--- src/rtl/rs_encoder.sv ---
// Systematic RS(15,11) encoder over GF(16), g(x) roots alpha^1..alpha^4, valid/ready streaming.
// Optional error injection on the output path is enabled by defining RS_ENC_ERR_INJECT_EN.
module rs_encoder (
    input  logic       CLK,
    input  logic       RESET_N,
    input  logic [3:0] IN_DATA,
    input  logic       IN_VALID,
    output logic       IN_READY,
    output logic [3:0] OUT_DATA,
    output logic       OUT_VALID,
    input  logic       OUT_READY,
    output logic       OUT_FIRST,
    output logic       OUT_LAST
`ifdef RS_ENC_ERR_INJECT_EN
    ,
    input  logic [3:0] ERR_POS,
    input  logic [3:0] ERR_VAL
`endif
);

    typedef enum logic {ST_MSG = 1'b0, ST_PARITY = 1'b1} state_e;

    // GF(16) multiply, field polynomial x^4+x+1 (x^4 reduces to 4'h3).
    function automatic logic [3:0] gf_mul(input logic [3:0] a, input logic [3:0] b);
        logic [3:0] p;
        logic [3:0] aa;
        p  = 4'h0;
        aa = a;
        for (int i = 0; i < 4; i++) begin
            if (b[i]) begin
                p = p ^ aa;
            end else begin
                p = p;
            end
            aa = {aa[2:0], 1'b0} ^ {2'b00, aa[3], aa[3]};
        end
        return p;
    endfunction

    state_e     state_q, state_d;
    logic [3:0] cnt_q, cnt_d;
    logic [3:0] r0_q, r0_d, r1_q, r1_d, r2_q, r2_d, r3_q, r3_d;
    logic [3:0] out_data_q, out_data_d;
    logic       out_valid_q, out_valid_d;
    logic       out_first_q, out_first_d;
    logic       out_last_q, out_last_d;
    logic       slot_free_s, in_beat_s, load_s;
    logic [3:0] fb_s, sym_s, inj_s;

    assign slot_free_s = ~out_valid_q | OUT_READY;
    assign IN_READY    = (state_q == ST_MSG) & slot_free_s;
    assign in_beat_s   = IN_VALID & IN_READY;
    assign fb_s        = IN_DATA ^ r3_q;

`ifdef RS_ENC_ERR_INJECT_EN
    logic [3:0] err_pos_q, err_pos_d, err_val_q, err_val_d;
    logic [3:0] pos_s, val_s, idx_s;
    logic       cw_start_s;

    // Injection control: first message beat latches position/value for the whole codeword.
    always_comb begin
        cw_start_s = (state_q == ST_MSG) && (cnt_q == 4'd0);
        pos_s      = cw_start_s ? ERR_POS : err_pos_q;
        val_s      = cw_start_s ? ERR_VAL : err_val_q;
        idx_s      = (state_q == ST_MSG) ? cnt_q : (cnt_q + 4'd11);
        inj_s      = (idx_s == pos_s) ? val_s : 4'h0;
        err_pos_d  = (cw_start_s && in_beat_s) ? ERR_POS : err_pos_q;
        err_val_d  = (cw_start_s && in_beat_s) ? ERR_VAL : err_val_q;
    end

    // Injection registers.
    always_ff @(posedge CLK or negedge RESET_N) begin
        if (!RESET_N) begin
            err_pos_q <= 4'hF;
            err_val_q <= 4'h0;
        end else begin
            err_pos_q <= err_pos_d;
            err_val_q <= err_val_d;
        end
    end
`else
    assign inj_s = 4'h0;
`endif

    // Next-state: LFSR division during MSG, parity shift-out during PARITY, hold while stalled.
    always_comb begin
        state_d     = state_q;
        cnt_d       = cnt_q;
        r0_d        = r0_q;
        r1_d        = r1_q;
        r2_d        = r2_q;
        r3_d        = r3_q;
        out_valid_d = out_valid_q;
        out_first_d = out_first_q;
        out_last_d  = out_last_q;
        sym_s       = 4'h0;
        load_s      = 1'b0;
        if (!slot_free_s) begin
            load_s = 1'b0;
        end else begin
            case (state_q)
                ST_MSG: begin
                    if (in_beat_s) begin
                        sym_s       = IN_DATA;
                        load_s      = 1'b1;
                        out_valid_d = 1'b1;
                        out_first_d = (cnt_q == 4'd0);
                        out_last_d  = 1'b0;
                        r3_d        = r2_q ^ gf_mul(fb_s, 4'hD);
                        r2_d        = r1_q ^ gf_mul(fb_s, 4'hC);
                        r1_d        = r0_q ^ gf_mul(fb_s, 4'h8);
                        r0_d        = gf_mul(fb_s, 4'h7);
                        if (cnt_q == 4'd10) begin
                            cnt_d   = 4'd0;
                            state_d = ST_PARITY;
                        end else begin
                            cnt_d   = cnt_q + 4'd1;
                        end
                    end else begin
                        out_valid_d = 1'b0;
                        out_first_d = 1'b0;
                        out_last_d  = 1'b0;
                    end
                end
                ST_PARITY: begin
                    sym_s       = r3_q;
                    load_s      = 1'b1;
                    out_valid_d = 1'b1;
                    out_first_d = 1'b0;
                    out_last_d  = (cnt_q == 4'd3);
                    r3_d        = r2_q;
                    r2_d        = r1_q;
                    r1_d        = r0_q;
                    r0_d        = 4'h0;
                    if (cnt_q == 4'd3) begin
                        cnt_d   = 4'd0;
                        state_d = ST_MSG;
                    end else begin
                        cnt_d   = cnt_q + 4'd1;
                    end
                end
                default: begin
                    state_d     = ST_MSG;
                    cnt_d       = 4'd0;
                    out_valid_d = 1'b0;
                    out_first_d = 1'b0;
                    out_last_d  = 1'b0;
                end
            endcase
        end
        if (load_s) begin
            out_data_d = sym_s ^ inj_s;
        end else begin
            out_data_d = out_data_q;
        end
    end

    // State, LFSR and output registers.
    always_ff @(posedge CLK or negedge RESET_N) begin
        if (!RESET_N) begin
            state_q     <= ST_MSG;
            cnt_q       <= 4'd0;
            r0_q        <= 4'h0;
            r1_q        <= 4'h0;
            r2_q        <= 4'h0;
            r3_q        <= 4'h0;
            out_data_q  <= 4'h0;
            out_valid_q <= 1'b0;
            out_first_q <= 1'b0;
            out_last_q  <= 1'b0;
        end else begin
            state_q     <= state_d;
            cnt_q       <= cnt_d;
            r0_q        <= r0_d;
            r1_q        <= r1_d;
            r2_q        <= r2_d;
            r3_q        <= r3_d;
            out_data_q  <= out_data_d;
            out_valid_q <= out_valid_d;
            out_first_q <= out_first_d;
            out_last_q  <= out_last_d;
        end
    end

    assign OUT_DATA  = out_data_q;
    assign OUT_VALID = out_valid_q;
    assign OUT_FIRST = out_first_q;
    assign OUT_LAST  = out_last_q;

endmodule

--- config.mk ---
export PLATFORM = sky130hd
export DESIGN_NAME = rs_encoder
export DESIGN_NICKNAME = d
export VERILOG_FILES = /design/src/rtl/rs_encoder.sv
export SDC_FILE = /design/constraint.sdc
export NUM_CORES = 1
export LEC_CHECK = 0
export CAP_MARGIN = 20
export CORE_MARGIN = 2
export CORE_UTILIZATION = 40
export CTS_BUF_LIST = sky130_fd_sc_hd__clkbuf_16
export DETAILED_ROUTE_END_ITERATION = 8
export DONT_BUFFER_PORTS = 1
export HOLD_SLACK_MARGIN = 0.15
export REMOVE_ABC_BUFFERS = 1
export SYNTH_ARGS = -nofsm -noshare
export SYNTH_HDL_FRONTEND = slang
export SYNTH_SLANG_ARGS = --single-unit
--- constraint.sdc ---
create_clock -name CLK -period 3.9 [get_ports CLK]
set_clock_uncertainty 0.15 [all_clocks]
set_input_delay 0.78 -clock CLK [delete_from_list [all_inputs] [get_ports CLK]]
set_output_delay 0.78 -clock CLK [all_outputs]
set_load 0.1 [all_outputs]
After elaboration in Yosys (flattened, before gate mapping)
Cells that the tools add are included.
- register bits after elaboration: 28
- bits in latches: 0
- RAM bits: 0
- bits in read-only memories: 0
- input bits: 8
- output and inout port bits: 8
- logic and storage cells: 84
- memories kept: 0
- add/subtract/negate cells: 1
- multipliers: 0
- divide/modulo/power cells: 0
- $lt $le $gt $ge: 0
- eq/ne operators: 3
- shift-type cells: 0
- muxes and demuxes: 49
- bitwise operators: 19
- reductions and logical operators: 2
- operator list (kind ; number):
    $mux W4 ; 33
    $pmux W4 S2 ; 6
    $xor A4 B4 Y4 ; 11
    $xor A4 B2 Y4 ; 3
    $pmux W1 S2 ; 4
    $mux W1 ; 6
    $add A4 B1 Y4 const B ; 1
    $eq A4 B2 Y1 const B ; 1
    $eq A4 B4 Y1 const B ; 1
    $logic_not A4 Y1 ; 1
    $and A1 B1 Y1 ; 2
    $ne A2 B2 Y1 const B ; 1
    $not A1 Y1 ; 2
    $reduce_and A2 Y1 ; 1
    $or A1 B1 Y1 ; 1

Logic depth before layout (Yosys ltp)
Gate-level depths: netlist (run 1).
- word-level depth: 18
- gate-level depth with buffers: 6
- mapped depth without buffers: 6

Worst setup path before layout (run 1)
Ideal clock, no wire load.
- path type: register to output
- from: register out_valid_q (netlist: OUT_VALID)
- to: output IN_READY
- data arrival time: 2.464 ns
- data required time: 2.970 ns
- setup slack: 0.506 ns
- cell stages (with the launch flop): 4
- buffers on the path: 1
- cell sequence: dfrtp_1 > nor2b_1 > clkbuf_1 > nor2_1
- word-level cells in the longest chain between the ends: 3
- ends and longest elaborated chain (element ; RTL line ; RTL):
    start: declaration ; 44 ; logic out_valid_q, out_valid_d;
    start signal: assignment ; 179 ; out_valid_q <= out_valid_d;
    $not A1 Y1 ; 50 ; assign slot_free_s = ~out_valid_q | OUT_READY;
    $or A1 B1 Y1 ; 50 ;
    $and A1 B1 Y1 ; 51 ; assign IN_READY = (state_q == ST_MSG) & slot_free_s;
    end: declaration ; 8 ; output logic IN_READY,
No other way between the ends.

Worst setup path after layout (run 1)
Ends and elaborated chain as after synthesis.

==> results of run 1 <==
[flip-flops by register name, indices dropped and copies added, names as in the netlist, 4 cells and up]
| name | count |
|---|---|
| OUT_DATA | 4 |
| r3_q | 4 |
| r0_q | 4 |
| r2_q | 4 |
| cnt_q | 4 |
| r1_q | 4 |
[synthesized netlist by cell type, drive strengths merged]
library cell	count
nand3b	2
a21oi	3
a31oi	13
dfrtp	28
o22ai	4
a21boi	1
buf	1
xnor3	2
nand2b	1
clkbuf	8
o211ai	1
a22oi	2
or3	12
nand2	14
a32o	1
nor2	20
ha	4
xor2	1
o311ai	1
mux2	1
o21ai	24
nor2b	3
xnor2	16
inv	3
nand3	1
[final cells by class]
class | count | share of cell area
Inverter | 3 | 0.00638
Clock inverter | 1 | 0.0170
Multi-Input combinational cell | 127 | 0.474
Timing Repair Buffer | 5 | 0.0284
Clock buffer | 3 | 0.0426
Tap cell | 48 | 0.0340
Sequential cell | 28 | 0.397
[kinds of logic after synthesis]
| family | after synthesis | synth area share |
|---|---|---|
| mux | 1 | 0.00712 |
| compound gates | 50 | 0.184 |
| xor+xnor | 19 | 0.149 |
| fa+ha+maj | 4 | 0.0316 |
| buf+inv | 12 | 0.0293 |
| simple gates | 53 | 0.157 |
| flops | 28 | 0.443 |
[path summary, 6_finish.rpt]
| check | start | to | slack (ns) | cells after the start |
|---|---|---|---|---|
| min reg2reg | r1_q[0] | r1_q[0] | 0.38 | 2 |
| min in group CLK | r1_q[0] | r1_q[0] | 0.38 | 2 |
| min | RESET_N | r0_q[2] | 0.18 | 1 |
| max in group asynchronous | RESET_N | r0_q[1] | 3.26 | 1 |
| max | OUT_VALID | IN_READY | 1.03 | 4 |
| max reg2reg | OUT_VALID | cnt_q[2] | 1.57 | 6 |
[repair_timing]
| action | 4_1_cts | 5_1_grt |
|---|---|---|
| setup buffers | 0 | 0 |
| endpoints found under the hold margin | 28 | 0 |
| hold buffers | 1 | 0 |
[per-stage QoR]
step / std cells / power, W
floorplan: 158 / 0.00125
global placement: 210 / 0.00138
CTS: 215 / 0.00174
global route: 215 / 0.00185
detailed placement: 210 / 0.00141
finish: 215 / 0.00172
[critical path: stages, from the launching register on]
cell and delay, ns:
sky130_fd_sc_hd__dfrtp_1 0.95, sky130_fd_sc_hd__nor2b_1 0.24, sky130_fd_sc_hd__buf_4 0.19, sky130_fd_sc_hd__nor2_2 0.04
sky130_fd_sc_hd__buf_4 0.26
[metal layers]
layer	global-route usage	routed length [µm]	up-vias
met1	0.249	1660	592
li1	-	-	588
met3	0.0355	150	4
met5	0	0	-
met2	0.278	1550	24
met4	0.0612	53	0
[power groups by stage]
stage	Clock (W)	Combinational, W	Sequential (W)
6_report	0.000303	0.000677	0.000738
3_3_place_gp	0	0.000646	0.000735
4_1_cts	0.000313	0.000685	0.000738
3_5_place_dp	0	0.000669	0.000744
5_1_grt	0.000323	0.000769	0.000762
2_1_floorplan	0	0.000548	0.000697
==> flow_summary.toml, run 1 <==
[timing]
setup_total_negative_slack_ns = 0
fmaxAchievable_ghz = 0.348
timing_worst_slew_pin_value_ns = 0.962
rsz0062_at_grt = "no"
final_hold_violation_count = 0
worst_slack_ns = 1.03
count_of_final_max_slew_check_failures = 0
timing.max_slew.rel_slack = 0.358
finalWorstPathRequiredPeriod_ns = 2.87
hold_slack_ns = 0.181
final_min_period_over_clock_period = 0.736
setup-violations-final = 0

[routing]
drtIter0Drc = 66
routed_wire_length_per_instance_um = 15.9
drt.antenna.violating_nets = 0
drc = 0
detailedRoute.firstPassIterationCount = 4
via_per_inst = 5.62
wl_um = 3420
via_count = 1208

[logic_synthesis]
synth-warning-count = 0
synthTopCellsByArea = "sky130_fd_sc_hd__dfrtp_1, sky130_fd_sc_hd__o21ai_0, sky130_fd_sc_hd__xnor2_1, sky130_fd_sc_hd__a31oi_1, sky130_fd_sc_hd__nor2_1"
post_synth_design_cell_area_um2 = 1580
ys_ff_latch = 28
yosys.cell_types.count = 27
syn_avg_cell_area_um2 = 9.47
sequential_fraction_of_the_synthesis_area = 0.443
netlist_instances = 167
synth.top_cell.area_share = 0.443
yosys.area.top_type = "sky130_fd_sc_hd__dfrtp_1"

[placement]
placement.cell_area_um2 = 1640
routabilityCongestion = 0.771
dp_hpwl_um = 2350
place_worst_setup_slack_ns = 1.33
io_buffer_count = 0

[floorplan]
pin_count = 16
total_die_area_um2 = 4470
core_region_area_um2 = 3740
num_rows = 22
die_height_um = 66.9
starting_density_of_the_core = 0.422
dieWidth_um = 66.9

[final_layout]
antenna_cells_inserted = 0
drive_gt1_frac = 0.0898
nFillCells = 348
synthToLayoutAreaGrowth_pct = 11.6
mostFrequentLayoutCell = "sky130_fd_sc_hd__dfrtp_1"
multi_input_comb_area_um2 = 837
fin_util = 0.471
final_design_area_no_fill_um2 = 1760
final_net_count = 180
final-seq-area_um2 = 701
most-common-layout-cells = "sky130_fd_sc_hd__dfrtp_1, sky130_fd_sc_hd__o21ai_0, sky130_fd_sc_hd__nor2_1, sky130_fd_sc_hd__nand2_1, sky130_fd_sc_hd__a31oi_1"

[critical_path]
critical_path.endpoint_type = "output pin"
criticalPathCategory = "flip-flop to output pin"
critical_path_arrival_ns = 1.94
cp_data_required_time_ns = 2.97
critical_path.max_fanout = 11
critical_path.startpoint_type = "flip-flop"

[power_and_ir_drop]
peak_vdd_ir_v = 0.000349
power_report.internal_total_w = 0.000946
total_leakage_power_nw = 0.716
netSwitchingPower_w = 0.000772
power.share.clock = 0.176
fraction_of_power_spent_switching_nets = 0.450
p_per_area_nw_per_um2 = 974
power.combinational.fraction = 0.394
seqPwrFrac = 0.430

[clock_network]
cts-root-buf = "sky130_fd_sc_hd__clkbuf_16"
later_pin_clock_latency_in_the_skew_report_ns = 0.26
max_clock_buf_depth = 2
ctsResizeCount = 0
clkSinkCount = 28
clk_pin_slew_worst_paths_ns = 0.07
cts_inserted_buffers = 3
tritoncts_clock_tree = "done"
clock_tree.htree_level_count = 1

[global_route]
grt_pass1_vias = 1225
grt_first_pass_wirelength_um = 5930
largest_net_degree_at_the_start_of_global_routing = 35
globalRouteTotalUtil = 0.179
antenna_found_initial = 0
grt_remaining_overflow = 0

[hold_path]
hold_path_class = "input port to async pin"

[status]
status = "finished clean"

[flow_run]
timing.max_cap.violations = 0
Note: power is estimated with default switching activity, not from simulation.
==> run 2: changes to the inputs <==
Clock period 3.9 ns to 2.7 ns, I/O delays scaled along.
==> run 2 against run 1 <==
Net effect: register-to-register slack worse by 0.73 ns; flip-flop and latch count stayed put; die area is the same; clock power increased by 13%; global-route usage increased by 0.50 points; combinational power increased by 79%; worst hold slack better by 0.050 ns.
==> flow_summary.toml, run 2 (synthesis results as in run 1) <==
[status]
status = "finished clean"

[floorplan]
die_height_um = 66.9
core_region_area_um2 = 3740
total_die_area_um2 = 4470
starting_density_of_the_core = 0.422
num_rows = 22
dieWidth_um = 66.9
pin_count = 16

[critical_path]
worstRegToRegCells = 4
worstPathCellList = "nor2b_1 -> buf_4 -> nor2_2 -> buf_4"
criticalPathCategory = "flip-flop to output pin"
crit_end = "IN_READY"
critical_path.endpoint_type = "output pin"
reg2reg_setup_slack_ns = 0.84
r2r_start = "r3_q[1]"
cp_top_family = "buffers and inverters"
setup.worst_path.start = "OUT_VALID"
critical_path_depth = 4
crit-reg2reg-capture = "r3_q[0]"
critical_path.startpoint_type = "flip-flop"
critical_path.max_fanout = 11
timing.critical_path.mode_cell = "sky130_fd_sc_hd__buf_4"
critical-path-slowest-cell = "sky130_fd_sc_hd__dfrtp_1"
worst_path_largest_cell_delay_ns = 0.39
cp_data_required_time_ns = 2.01
path_buf_inv = 2
critical_path_arrival_ns = 1.32

[routing]
via_per_inst = 5.52
wl_um = 3540
drt.antenna.violating_nets = 0
routed_wire_length_per_instance_um = 15.9
via_count = 1226
drtIter0Drc = 76
drc = 0
detailedRoute.firstPassIterationCount = 4

[final_layout]
mostFrequentLayoutCell = "sky130_fd_sc_hd__dfrtp_1"
synthToLayoutAreaGrowth_pct = 13.4
drive_gt1_frac = 0.115
most-common-layout-cells = "sky130_fd_sc_hd__dfrtp_1, sky130_fd_sc_hd__o21ai_0, sky130_fd_sc_hd__nor2_1, sky130_fd_sc_hd__nand2_1, sky130_fd_sc_hd__a31oi_1"
number_of_cells_in_the_finished_layout_apart_from_fillers = 222
antenna_cells_inserted = 0
final_net_count = 187

[timing]
hold_slack_ns = 0.230
timing_worst_slew_pin_value_ns = 0.930
rsz0062_at_grt = "no"
final_hold_violation_count = 0
count_of_final_max_slew_check_failures = 0
finalWorstPathRequiredPeriod_ns = 2.01
worst_slack_ns = 0.686
timing.max_slew.rel_slack = 0.380
setup-violations-final = 0
fmaxAchievable_ghz = 0.497
final_min_period_over_clock_period = 0.746

[power_and_ir_drop]
netSwitchingPower_w = 0.00113
p_per_area_nw_per_um2 = 1360
power.combinational.fraction = 0.493
total_leakage_power_nw = 0.736
seqPwrFrac = 0.367
power.share.clock = 0.140
peak_vdd_ir_v = 0.000446
power_report.internal_total_w = 0.00132
fraction_of_power_spent_switching_nets = 0.462

[clock_network]
clk_pin_slew_worst_paths_ns = 0.07
ctsResizeCount = 0
postCtsSetupRepairBufs = 0
tritoncts_clock_tree = "done"
clock_tree.htree_level_count = 1
cts_inserted_buffers = 3
later_pin_clock_latency_in_the_skew_report_ns = 0.26
postCtsHoldBufs = 2
clkSinkCount = 28
cts-root-buf = "sky130_fd_sc_hd__clkbuf_16"
max_clock_buf_depth = 2

[global_route]
grt_pass1_vias = 1259
grt_remaining_overflow = 0
largest_net_degree_at_the_start_of_global_routing = 29
antenna_found_initial = 0
globalRouteTotalUtil = 0.184
grt_first_pass_wirelength_um = 6130

[placement]
routabilityCongestion = 0.824
place_worst_setup_slack_ns = 0.764
post-place-cells = 216
dp_hpwl_um = 2480
io_buffer_count = 0

[hold_path]
hold_path_class = "input port to flip-flop"

[flow_run]
timing.max_cap.violations = 0
## run 2: area by class of cell
| class | instances | area [µm²] |
|---|---|---|
| multi-input cells | 127 | 837 |
| inverters | 3 | 11.3 |
| clock buffers | 3 | 75.1 |
| fillers | 343 | 1950 |
| repair buffers | 12 | 105 |
| flip-flops and latches | 28 | 701 |
| well taps | 48 | 60.1 |
| clock inverters | 1 | 3.75 |
## run 2: through the flow
step / TNS [ns] / power (W) / utilization / cell area (µm²)
after floorplan: -0.362 / 0.00180 / - / 1550
after global placement: 0 / 0.00205 / 0.450 / 1680
final: 0 / 0.00245 / 0.479 / 1790
after detailed placement: 0 / 0.00209 / 0.450 / 1680
after CTS: 0 / 0.00246 / 0.479 / 1790
after global routing: 0 / 0.00265 / 0.479 / 1790
## run 2: how the worst min path moves through the flow
| stage | from | to | depth (start not counted) |
|---|---|---|---|
| after CTS | IN_VALID | OUT_VALID | 1 |
| final | IN_VALID | OUT_VALID | 1 |
| after global routing | IN_VALID | OUT_VALID | 1 |
| after detailed placement | RESET_N | OUT_FIRST | 0 |
| after global placement | RESET_N | cnt_q[0] | 0 |
| after floorplan | RESET_N | OUT_DATA[0] | 0 |
## run 2: layer usage
layer / track usage / vias to the layer above / part of all wire
met5: 0 / - / 0
met4: 0.0689 / 0 / 0.012
met3: 0.0203 / 4 / 0.046
met2: 0.314 / 29 / 0.49
met1: 0.239 / 591 / 0.45
li1: - / 602 / -
## run 2: power by group through the flow
| stage | clock network, W | logic [W] | registers (W) |
|---|---|---|---|
| global placement | 0 | 0.00116 | 0.000891 |
| global route | 0.000363 | 0.00136 | 0.000927 |
| detailed placement | 0 | 0.00119 | 0.000905 |
| CTS | 0.000346 | 0.00121 | 0.000897 |
| finish | 0.000341 | 0.00121 | 0.000899 |
| floorplan | 0 | 0.000792 | 0.00101 |
==> run 3: changes to the inputs <==
Clock period 2.7 ns to 2.1 ns, I/O delays scaled along.
==> run 3 against run 2 <==
Net effect: register-to-register slack worse by 0.61 ns; global-route usage shrank 1.1 points; sequential share of layout area decreased by 1.1 points; non-clock buffer count is 5 higher; largest power group unchanged; critical path depth is 1 lower; sequential power is 11% higher; utilization grew 1.4 points; final area is 2.9% higher; clock power is 30% higher; count of clock-buffer cells in the layout is the same; first-iteration DRC count grew 5.3%; via count is 2.4% higher.
==> flow_summary.toml, run 3 (synthesis results as in run 1) <==
[placement]
routabilityCongestion = 0.742
post-place-cells = 220
placement.cell_area_um2 = 1730
dp_hpwl_um = 2520
place_worst_setup_slack_ns = 0.223
io_buffer_count = 0

[routing]
routed_wire_length_per_instance_um = 15.3
wl_um = 3460
via_per_inst = 5.53
detailedRoute.firstPassIterationCount = 4
via_count = 1256
detailroute.wirelength.met3_um = 134
drc = 0
route.layer.met1.wl_um = 1700
routed-wl-met2_um = 1580
drtIter0Drc = 80
top_layer = "met4"
drt.antenna.violating_nets = 0

[timing]
timing_worst_slew_pin_value_ns = 0.894
setup-violations-final = 0
fmaxAchievable_ghz = 0.532
finalWorstPathRequiredPeriod_ns = 1.88
timing.max_slew.rel_slack = 0.404
count_of_final_max_slew_check_failures = 0
rsz0062_at_grt = "no"
worst_slack_ns = 0.222
hold_slack_ns = 0.214
final_min_period_over_clock_period = 0.894
final_hold_violation_count = 0

[critical_path]
criticalPathCategory = "flip-flop to output pin"
critical_path_arrival_ns = 1.31
crit-reg2reg-capture = "r3_q[0]"
critical_path.endpoint_type = "output pin"
worst_path_largest_cell_delay_ns = 0.41
critical-path-slowest-cell = "sky130_fd_sc_hd__nor2b_1"
r2r_start = "r3_q[2]"
worstRegToRegCells = 4
cp_data_required_time_ns = 1.53
path_buf_inv = 1
worstPathCellList = "nor2b_1 -> nor2_2 -> buf_12"
cp_top_family = "simple AND/OR/NAND/NOR gates"
reg2reg_setup_slack_ns = 0.23
critical_path.max_fanout = 6
critical_path.startpoint_type = "flip-flop"

[final_layout]
mostFrequentLayoutCell = "sky130_fd_sc_hd__dfrtp_1"
final_net_count = 192
synthToLayoutAreaGrowth_pct = 16.7
drive_gt1_frac = 0.134
most-common-layout-cells = "sky130_fd_sc_hd__dfrtp_1, sky130_fd_sc_hd__o21ai_0, sky130_fd_sc_hd__nor2_1, sky130_fd_sc_hd__nand2_1"
fin_util = 0.493
final_design_area_no_fill_um2 = 1850
number_of_cells_in_the_finished_layout_apart_from_fillers = 227
antenna_cells_inserted = 0
nFillCells = 354

[clock_network]
ctsResizeCount = 0
clock_tree.htree_level_count = 1
max_clock_buf_depth = 2
postCtsSetupRepairBufs = 0
postCtsHoldBufs = 3
cts_inserted_buffers = 3
later_pin_clock_latency_in_the_skew_report_ns = 0.26
cts-root-buf = "sky130_fd_sc_hd__clkbuf_16"
tritoncts_clock_tree = "done"
clkSinkCount = 28
clk_pin_slew_worst_paths_ns = 0.07

[hold_path]
min_delay_worst_endpoint = "state_q"
min_from = "IN_VALID"
hold_path_class = "input port to flip-flop"
holdPathStages = 2

[global_route]
largest_net_degree_at_the_start_of_global_routing = 29
grt_first_pass_wirelength_um = 5730
antenna_found_initial = 0
grt_pass1_vias = 1212
grt_remaining_overflow = 0
globalRouteTotalUtil = 0.173

[floorplan]
num_rows = 22
die_height_um = 66.9
core_region_area_um2 = 3740
total_die_area_um2 = 4470
starting_density_of_the_core = 0.422
pin_count = 16
dieWidth_um = 66.9

[flow_run]
timing.max_cap.violations = 0

[power_and_ir_drop]
p_per_area_nw_per_um2 = 1740
peak_vdd_ir_v = 0.000496
total_leakage_power_nw = 0.763

[status]
status = "finished clean"
[run 3: cell count changes in the layout (fill, tap and decap cells not counted), sizes merged]
cell         before  now
dlygate4sd3       1    2
buf              11   15
[run 3: per-stage QoR]
stage / TNS, ns / power, W
4_1_cts: 0 / 0.00323
3_5_place_dp: 0 / 0.00276
3_3_place_gp: 0 / 0.00269
2_1_floorplan: -5.02 / 0.00231
6_report: 0 / 0.00321
5_1_grt: 0 / 0.00344
[run 3: power by group]
part           internal [W]  total (W)  leakage, nW  switching (W)
clock network      0.000256   0.000442       0.0385       0.000186
registers          0.000773    0.00100        0.333       0.000230
logic              0.000718    0.00176        0.391        0.00104
[run 3: metal layers]
| metal | up-vias | GRT usage |
|---|---|---|
| met3 | 5 | 0.0270 |
| met1 | 613 | 0.240 |
| met2 | 25 | 0.269 |
| met4 | 0 | 0.0689 |
| met5 | - | 0 |
| li1 | 613 | - |
[run 3: cell type report]
type / instances / area [µm²] / share of cell area
Clock buffer: 3 / 75.1 / 0.0407
Clock inverter: 1 / 3.75 / 0.00203
Sequential cell: 28 / 701 / 0.380
Multi-Input combinational cell: 127 / 837 / 0.454
Tap cell: 48 / 60.1 / 0.0325
Timing Repair Buffer: 17 / 158 / 0.0854
Inverter: 3 / 11.3 / 0.00610
[run 3: how the worst max path moves through the flow]
stage / slack, ns / cells past startpoint / endpoint / startpoint
finish: 0.22 / 3 / IN_READY / OUT_VALID
global route: 0.12 / 3 / IN_READY / OUT_VALID
CTS: 0.19 / 3 / IN_READY / OUT_VALID
detailed placement: 0.22 / 4 / r3_q[0] / IN_DATA[2]
global placement: 0.29 / 4 / r3_q[0] / IN_DATA[2]
floorplan: -0.84 / 2 / IN_READY / OUT_VALID
